$ cat src/rtl/cond_resolve_pkg.sv
// Shared flag layout, x86 tttn condition encodings and resolve-stage FSM states.
// Also holds the bypass merge used wherever flags are read in the write cycle.
package cond_resolve_pkg;

  localparam int CC_W = 18;
  typedef logic [CC_W-1:0] cc_t;

  localparam int CF_B = 0;
  localparam int PF_B = 1;
  localparam int AF_B = 2;
  localparam int ZF_B = 3;
  localparam int SF_B = 4;
  localparam int DF_B = 7;
  localparam int OF_B = 8;

  localparam logic [3:0] TTTN_O  = 4'h0;
  localparam logic [3:0] TTTN_NO = 4'h1;
  localparam logic [3:0] TTTN_B  = 4'h2;
  localparam logic [3:0] TTTN_NB = 4'h3;
  localparam logic [3:0] TTTN_E  = 4'h4;
  localparam logic [3:0] TTTN_NE = 4'h5;
  localparam logic [3:0] TTTN_BE = 4'h6;
  localparam logic [3:0] TTTN_A  = 4'h7;
  localparam logic [3:0] TTTN_S  = 4'h8;
  localparam logic [3:0] TTTN_NS = 4'h9;
  localparam logic [3:0] TTTN_P  = 4'hA;
  localparam logic [3:0] TTTN_NP = 4'hB;
  localparam logic [3:0] TTTN_L  = 4'hC;
  localparam logic [3:0] TTTN_GE = 4'hD;
  localparam logic [3:0] TTTN_LE = 4'hE;
  localparam logic [3:0] TTTN_G  = 4'hF;

  localparam logic [0:0] ST_IDLE   = 1'b0;
  localparam logic [0:0] ST_SQUASH = 1'b1;

  // Bits outside the write mask keep the register value.
  function automatic cc_t merge_flags(cc_t cur, logic wr_vld, cc_t wr_dat, cc_t wr_mask);
    merge_flags = wr_vld ? ((wr_dat & wr_mask) | (cur & ~wr_mask)) : cur;
  endfunction

endpackage

$ cat src/rtl/cond_resolve_cc_eval.sv
// Combinational tttn evaluator over flags with same-cycle write bypass; zero latency,
// no flow control. Shared by the branch resolver and the CMOV datapath.
module cc_eval
  import cond_resolve_pkg::*;
(
  input  logic [CC_W-1:0] cc_i,
  input  logic            cc_wr_valid_i,
  input  logic [CC_W-1:0] cc_wr_data_i,
  input  logic [CC_W-1:0] cc_wr_mask_i,
  input  logic [3:0]      cond_i,
  output logic            cond_true_o
);

  cc_t  eff;
  logic cf, pf, zf, sf, of_f, lt;
  logic unused_flags;

  assign eff  = merge_flags(cc_i, cc_wr_valid_i, cc_wr_data_i, cc_wr_mask_i);
  assign cf   = eff[CF_B];
  assign pf   = eff[PF_B];
  assign zf   = eff[ZF_B];
  assign sf   = eff[SF_B];
  assign of_f = eff[OF_B];
  assign lt   = sf ^ of_f;

  // AF, DF and the reserved upper bits never feed a condition.
  assign unused_flags = ^{eff[CC_W-1:OF_B+1], eff[DF_B:SF_B+1], eff[AF_B]};

  always_comb begin
    cond_true_o = 1'b0;
    case (cond_i)
      TTTN_O:  cond_true_o = of_f;
      TTTN_NO: cond_true_o = !of_f;
      TTTN_B:  cond_true_o = cf;
      TTTN_NB: cond_true_o = !cf;
      TTTN_E:  cond_true_o = zf;
      TTTN_NE: cond_true_o = !zf;
      TTTN_BE: cond_true_o = cf | zf;
      TTTN_A:  cond_true_o = !(cf | zf);
      TTTN_S:  cond_true_o = sf;
      TTTN_NS: cond_true_o = !sf;
      TTTN_P:  cond_true_o = pf;
      TTTN_NP: cond_true_o = !pf;
      TTTN_L:  cond_true_o = lt;
      TTTN_GE: cond_true_o = !lt;
      TTTN_LE: cond_true_o = zf | lt;
      TTTN_G:  cond_true_o = !(zf | lt);
    endcase
  end

endmodule

$ cat src/rtl/cond_resolve.sv
// Resolves Jcc/SETcc/CMOVcc conditions, one-cycle registered result with valid/ready
// backpressure; a mispredicted branch pulses resteer and blocks input until resteer_ack.
module cond_resolve
  import cond_resolve_pkg::*;
#(
  parameter int ADDR_W = 32,
  parameter int CNT_W  = 16
) (
  input  logic              clk,
  input  logic              rst,
  input  logic              in_valid,
  output logic              in_ready,
  input  logic              in_is_br,
  input  logic [3:0]        in_cond,
  input  logic              in_pred_taken,
  input  logic [ADDR_W-1:0] in_target,
  input  logic [ADDR_W-1:0] in_fallthru,
  input  logic [CC_W-1:0]   cc,
  input  logic              cc_wr_valid,
  input  logic [CC_W-1:0]   cc_wr_data,
  input  logic [CC_W-1:0]   cc_wr_mask,
  output logic              out_valid,
  input  logic              out_ready,
  output logic              out_cond_true,
  output logic              out_is_br,
  output logic              resteer,
  output logic [ADDR_W-1:0] resteer_eip,
  input  logic              resteer_ack,
  output logic [CNT_W-1:0]  br_count,
  output logic [CNT_W-1:0]  mispred_count
);

  localparam logic [CNT_W-1:0] CNT_ONE = {{(CNT_W-1){1'b0}}, 1'b1};

  logic [0:0]        state_q, state_d;
  logic              out_valid_q, out_valid_d;
  logic              cond_true_q, cond_true_d;
  logic              is_br_q, is_br_d;
  logic              resteer_q, resteer_d;
  logic [ADDR_W-1:0] eip_q, eip_d;
  logic [CNT_W-1:0]  br_q, br_d;
  logic [CNT_W-1:0]  mis_q, mis_d;
  logic              cond_true, capture, mispred;

  cc_eval u_cc_eval (
    .cc_i          (cc),
    .cc_wr_valid_i (cc_wr_valid),
    .cc_wr_data_i  (cc_wr_data),
    .cc_wr_mask_i  (cc_wr_mask),
    .cond_i        (in_cond),
    .cond_true_o   (cond_true)
  );

  assign in_ready = (state_q == ST_IDLE) && (!out_valid_q || out_ready);
  assign capture  = in_valid && in_ready;
  assign mispred  = capture && in_is_br && (cond_true != in_pred_taken);

  always_comb begin
    out_valid_d = out_valid_q;
    cond_true_d = cond_true_q;
    is_br_d     = is_br_q;
    if (out_valid_q && out_ready) out_valid_d = 1'b0;
    if (capture) begin
      out_valid_d = 1'b1;
      cond_true_d = cond_true;
      is_br_d     = in_is_br;
    end
  end

  always_comb begin
    resteer_d = mispred;
    eip_d     = eip_q;
    if (mispred) eip_d = cond_true ? in_target : in_fallthru;
    state_d = state_q;
    case (state_q)
      ST_IDLE:   if (mispred) state_d = ST_SQUASH;
      ST_SQUASH: if (resteer_ack) state_d = ST_IDLE;
      default:   state_d = ST_IDLE;
    endcase
  end

  // Both counters saturate at all-ones rather than wrapping.
  always_comb begin
    br_d  = br_q;
    mis_d = mis_q;
    if (capture && in_is_br && !(&br_q)) br_d = br_q + CNT_ONE;
    if (mispred && !(&mis_q)) mis_d = mis_q + CNT_ONE;
  end

  always_ff @(posedge clk or negedge rst) begin
    if (!rst) begin
      state_q     <= ST_IDLE;
      out_valid_q <= 1'b0;
      cond_true_q <= 1'b0;
      is_br_q     <= 1'b0;
      resteer_q   <= 1'b0;
      eip_q       <= '0;
      br_q        <= '0;
      mis_q       <= '0;
    end else begin
      state_q     <= state_d;
      out_valid_q <= out_valid_d;
      cond_true_q <= cond_true_d;
      is_br_q     <= is_br_d;
      resteer_q   <= resteer_d;
      eip_q       <= eip_d;
      br_q        <= br_d;
      mis_q       <= mis_d;
    end
  end

  assign out_valid     = out_valid_q;
  assign out_cond_true = cond_true_q;
  assign out_is_br     = is_br_q;
  assign resteer       = resteer_q;
  assign resteer_eip   = eip_q;
  assign br_count      = br_q;
  assign mispred_count = mis_q;

endmodule

$ cat config.mk
export PLATFORM = sky130hd
export DESIGN_NAME = cond_resolve
export DESIGN_NICKNAME = d
export VERILOG_FILES = /design/src/rtl/cond_resolve_pkg.sv /design/src/rtl/cond_resolve_cc_eval.sv /design/src/rtl/cond_resolve.sv
export SDC_FILE = /design/constraint.sdc
export NUM_CORES = 1
export LEC_CHECK = 0
export ABC_AREA = 1
export BUFFER_PORTS_ARGS = -buffer_cell sky130_fd_sc_hd__buf_4
export CAP_MARGIN = 20
export CORE_ASPECT_RATIO = 0.75
export CORE_UTILIZATION = 35
export DETAILED_ROUTE_END_ITERATION = 10
export GPL_TIMING_DRIVEN = 0
export PLACE_DENSITY = 0.76
export SLEW_MARGIN = 20
export SYNTH_ARGS = -nofsm -noshare
export SYNTH_HDL_FRONTEND = slang
export SYNTH_SLANG_ARGS = --single-unit
$ cat constraint.sdc
create_clock -name clk -period 1.93 [get_ports clk]
set_input_delay 0.386 -clock clk [delete_from_list [all_inputs] [get_ports clk]]
set_output_delay 0.386 -clock clk [all_outputs]
set_load 0.05 [all_outputs]
Word-level counts from Yosys, hierarchy flattened
Cells that the tools add are included.
{"block": "totals", "elab_cells": 65, "register_bits": 69}
{"block": "op_classes", "n_eq_ne": 16, "mux": 8, "n_addsub": 2, "bitwise_logic": 8, "reduce_logical": 23}
{"op": "$add 16x1->16 const B", "n": 2}
{"op": "$eq 4x4->1 const B", "n": 8}
{"op": "$mux 32", "n": 1}
{"op": "$reduce_and 16->1", "n": 2}
{"op": "$and 9x9->9", "n": 2}
{"op": "$eq 4x3->1 const B", "n": 4}
{"op": "$pmux 1 s16", "n": 1}
{"op": "$logic_not 1->1", "n": 11}
{"op": "$mux 9", "n": 1}
{"op": "$not 9->9", "n": 1}
{"op": "$or 9x9->9", "n": 1}
{"op": "$eq 4x2->1 const B", "n": 2}
{"op": "$logic_and 1x1->1", "n": 7}
{"op": "$eq 4x1->1 const B", "n": 1}
{"op": "$logic_not 4->1", "n": 1}
{"op": "$mux 1", "n": 4}
{"op": "$or 1x1->1", "n": 2}
{"op": "$pmux 1 s2", "n": 1}
{"op": "$reduce_bool 2->1", "n": 1}
{"op": "$logic_or 1x1->1", "n": 1}
{"op": "$ne 1x1->1", "n": 1}
{"op": "$not 1->1", "n": 1}
{"op": "$xor 1x1->1", "n": 1}

Logic depth before layout (Yosys ltp)
{"block": "depth", "word_depth": 12, "ltp_mapped": 18, "mapped_depth_nobuf": 16}

By module
Synthesis repeated with hierarchy kept, for this count alone.
{"block": "unflattened", "hier_cells": 577, "area_unflattened_um2": 4206.5}
{"module": "cond_resolve", "area_each_um2": 3781.1, "instances": 1, "seq_area_each_um2": 1726.7, "cells_each": 484}
{"module": "cc_eval", "area_each_um2": 425.4, "instances": 1, "seq_area_each_um2": 0.0, "cells_each": 93}

Worst setup path after synthesis
No wires, ideal clock.
{"block": "synth_timing", "kind": "register to register", "from": "register out_valid_q (netlist: out_valid)", "to": "register br_q[15] (netlist: br_count[15])", "t_arrival_ns": 2.525, "path_slack_ns": -0.718, "setup_time_ns": 0.123, "period_less_slack_ns": 2.648, "n_path_buf": 0, "path_stages_with_launch": 12, "cell_sequence": "dfrtp_1 a21oi_2 nand2_1 nor2_4 nand2_2 nor2_2 nand2_1 nor2_1 nand3_1 nor2_2 nand2_1 xor2_1"}
{"block": "synth_via", "elab_chain_len": 6}
{"element": "from (decl)", "line": "cond_resolve.sv:36", "text": "logic out_valid_q, out_valid_d;"}
{"element": "from (signal assigned)", "line": "cond_resolve.sv:102", "text": "out_valid_q <= out_valid_d;"}
{"element": "$logic_not 1->1", "line": "cond_resolve.sv:54", "text": "assign in_ready = (state_q == ST_IDLE) && (!out_valid_q || out_ready);"}
{"element": "$logic_or 1x1->1", "line": "cond_resolve.sv:54"}
{"element": "$logic_and 1x1->1", "line": "cond_resolve.sv:54"}
{"element": "named net in_ready", "line": "cond_resolve.sv:12", "text": "output logic in_ready,"}
{"element": "$logic_and 1x1->1", "line": "cond_resolve.sv:55", "text": "assign capture = in_valid && in_ready;"}
{"element": "$logic_and 1x1->1 (2 in a row)", "line": "cond_resolve.sv:86", "text": "if (capture && in_is_br && !(&br_q)) br_d = br_q + CNT_ONE;"}
{"element": "to (signal assigned)", "line": "cond_resolve.sv:107", "text": "br_q <= br_d;"}
{"element": "to (decl)", "line": "cond_resolve.sv:41", "text": "logic [CNT_W-1:0] br_q, br_d;"}
The timed path passes the listed nets, and every way through them passes these cells.
A chain may end at the register's enable or synchronous reset.

Worst setup path after layout
{"block": "layout_timing", "from": "register br_q[0] (netlist: br_count[0])", "to": "register br_q[15] (netlist: br_count[15])"}
{"block": "layout_via", "elab_chain_len": 3, "elab_cells_between_ends": 4, "cone_classes": "add/sub (1); reduce/logical (3)"}
{"element": "branches (longest 3 deep; another with $add 16x1->16)"}
Several ways; the timed one is not identified.

==> flow_summary_export.csv <==
group,metric,value,unit
route,avgViaCountPerCell,4.75,
route,drtAntennaViolNets,0,
worst_setup_path,cp_max_fo,5,
finish,layout-drive-gt1-share,0.356,
sta,setup_ws,76.1,ps
grt,grt_pass1_vias,3982,
yosys,syn_inst,560,
cts,holdBufCountCts,0,
place,dp_slack,-305,ps
worst_setup_path,cpMaxStageDelayCell,"dfrtp_1",
grt,grt_use_total,0.208,
floorplanning,coreArea,11200,sq um
floorplanning,rows,33,
yosys,synth_nets,692,
worst_setup_path,critPathRequiredTime,2150,ps
floorplanning,start_util,0.368,
sta,skew,7.09,ps
finish,finalNonFillerCells,909,
yosys,synth_top_cell_by_area,"dfrtp_1",
finish,post-route-util,0.547,
worst_setup_path,ff2ff_path_depth,12,
yosys,netlist_area,4110,sq um
worst_setup_path,arrival,2070,ps
sta,clock.fmax,0.539,GHz
route,route.detailed.drc,0,
worst_hold_path,hp-class,"primary input to async pin",
floorplanning,pin_count,199,
yosys,synth.area.top_cells,"dfrtp_1 (42%), nand2_1 (21%), nand3_1 (10%), nand4_1 (3.3%), xor2_1 (3.2%)",
route,drtIter0Drc,147,
yosys,yosysSeqAreaShare,0.420,
worst_setup_path,critical_path.endpoint_type,"flop",
run,maxCapViolCount,0,
cts,clk_pin_slew_worst_paths,60,ps
sta,final.period_utilization,0.961,
cts,cts_tree,"done",
cts,cts_root_buffer,"clkbuf_16",
yosys,synth-edff-count,0,
floorplanning,dieArea,12200,sq um
sta,finalSetupViolCount,0,
grt,antenna_found_initial,0,
yosys,ys_warn_count,0,
route,first_pass_iters,4,
power,p_leak,3.36,nW
floorplanning,die_w,127,microns
floorplanning,die_h,95.9,microns
finish,nNetsFinal,879,
sta,tightest_slew,879,ps
worst_setup_path,worst_path_most_repeated_cell,"nand3_2",
place,hpwl,9.09,mm
yosys,ys_ff_latch,69,
grt,grt_max_degree,70,
route,wl,12.3,mm
worst_setup_path,crit_path_start_kind,"flop",
sta,relSlewSlack,0.414,
worst_setup_path,worstPathCellList,"ha_2 > nand3_2 > nor2_1 > nand3_2 > nand2_4 > nor2_4 > nand2_1 > nor2_2 > nand3_2 > nor2_2 > nand2_1 > xor2_1",
finish,synthToLayoutAreaGrowth,48.9,%
finish,diodes,0,
power,p_per_area,1220,nW/um^2
sta,hold_violations,0,
sta,maxSlewViolCount,0,
sta,holdWs,165,ps
cts,insertion_delay,330,ps
yosys,async_flop_share,1.00,
cts,htreeDepth,3,
cts,cts_sinks,69,
grt,grt-ovfl-total,0,
route,wl_per_cell,13.6,microns
place,io_buffers,158,
cts,clockBufferDepth,2,
grt,grt_pass1_wl,19.7,mm
yosys,ys_types,29,
finish,fillers,1105,
yosys,avgSynthCellArea,7.35,sq um
place,dp_cells,875,
worst_setup_path,path_class,"flop to flop",
yosys,ys.flop_type,"dfrtp_1",
sta,min_period,1850,ps
yosys,synth_top_area_frac,0.420,
route,vias,4318,
worst_setup_path,max_stage_delay,410,ps
power,ir_worst_vdd,0.000783,V
cts,cts_buffers,9,
status,status,"completed",
place,place.gp.congestion,0.873,
[per-layer routing]
metal,wire length [microns],vias to the layer above,GRT usage
li1,-,2179,-
met1,6010,1985,0.286
met2,5540,146,0.335
met3,693,8,0.0467
met4,100,0,0.0516
met5,0,-,0
[critical path, delay by kind of cell (launching register included)]
family | cells | cell delay, ps
adder cells (fa/ha/maj) | 1 | 210
flip-flops | 1 | 410
AND/OR/NAND/NOR | 10 | 970
XOR/XNOR | 1 | 140
[cells in the final DEF, fill, tap and decap left out, types with 2 or more instances in the layout]
master      count
buf_6           6
nand4_1        22
nand2_4         4
inv_1          33
nor3_1          2
o21ai_0         2
xnor2_1        14
nor2_4          3
nand3_1        77
buf_2           7
xor2_1         15
clkbuf_1        3
dfrtp_2         9
clkbuf_2        4
nand2_2         5
buf_4         178
clkinvlp_4      2
inv_2           3
nand3b_1        2
nand3_2        15
dfrtp_1        60
nor2_1         25
clkbuf_16       9
bufinv_16       2
nand2_1       227
nor2_2          6
[area by class of cell]
cell class,instances,area [sq um],share of cell area
well taps,157,196,0.0321
repair buffers,176,1320,0.216
inverters,36,135,0.0221
clock inverters,7,97.6,0.0159
multi-input cells,430,2220,0.362
plain buffers,25,191,0.0313
clock buffers,9,225,0.0368
flip-flops and latches,69,1740,0.284
[path summary, 6_finish.rpt]
check	slack, ps	start	to
hold / removal	170	rst	resteer_eip[19]
setup / recovery	80	br_count[0]	br_count[15]
hold reg to reg	470	resteer_eip[1]	resteer_eip[1]
setup reg to reg	80	br_count[0]	br_count[15]
min in group clk	290	resteer_ack	state_q
max in group asynchronous	1130	rst	mispred_count[0]
[cell usage after synthesis, types with 3 or more instances]
| cell type | count |
|---|---|
| xor2_1 | 15 |
| dfrtp_1 | 69 |
| nand3_1 | 82 |
| nor3_1 | 3 |
| clkbuf_1 | 8 |
| buf_2 | 12 |
| nand2_1 | 229 |
| inv_2 | 3 |
| nand2_2 | 6 |
| nor2_2 | 4 |
| inv_1 | 33 |
| nand3_2 | 10 |
| buf_6 | 4 |
| nand4_1 | 22 |
| xnor2_1 | 14 |
| nor2_1 | 29 |
[cells by family after synthesis]
group	count (synthesis)	synth area share
adders and majority gates	2	0.00608
buffers and inverters	61	0.0675
DFF	69	0.420
xor gates and xnor gates	29	0.0617
AOI/OAI and AO/OA	5	0.00973
and+or+nand+nor	393	0.432
muxes	1	0.00274
[registers in the layout (all words and copies together), names as in the netlist]
register	count
out_valid	1
br_count	16
resteer_eip	32
resteer	1
mispred_count	16
out_is_br	1
out_cond_true	1
state_q	1
[where the power goes]
part           leakage [nW]  switching [W]  internal [W]
Sequential            0.872       0.000310       0.00185
Combinational          2.33        0.00237       0.00113
Clock                 0.152       0.000659       0.00114
[timing repair]
action / CTS / global route
resized for setup: 2 / 36
cloned: 0 / 1
setup endpoints to repair: 19 / 47
setup buffers: 4 / 13
pin swaps: 2 / 10
[metrics by stage]
step           instance area, sq um  setup TNS, ps  power [W]
2_1_floorplan                  4160          -1960    0.00437
3_3_place_gp                   5540         -11170    0.00548
3_5_place_dp                   5540         -13150    0.00553
4_1_cts                        5900          -45.4    0.00735
5_1_grt                        6120           -142    0.00787
6_report                       6120              0    0.00746
No activity file was read; power rests on OpenSTA's default activity.
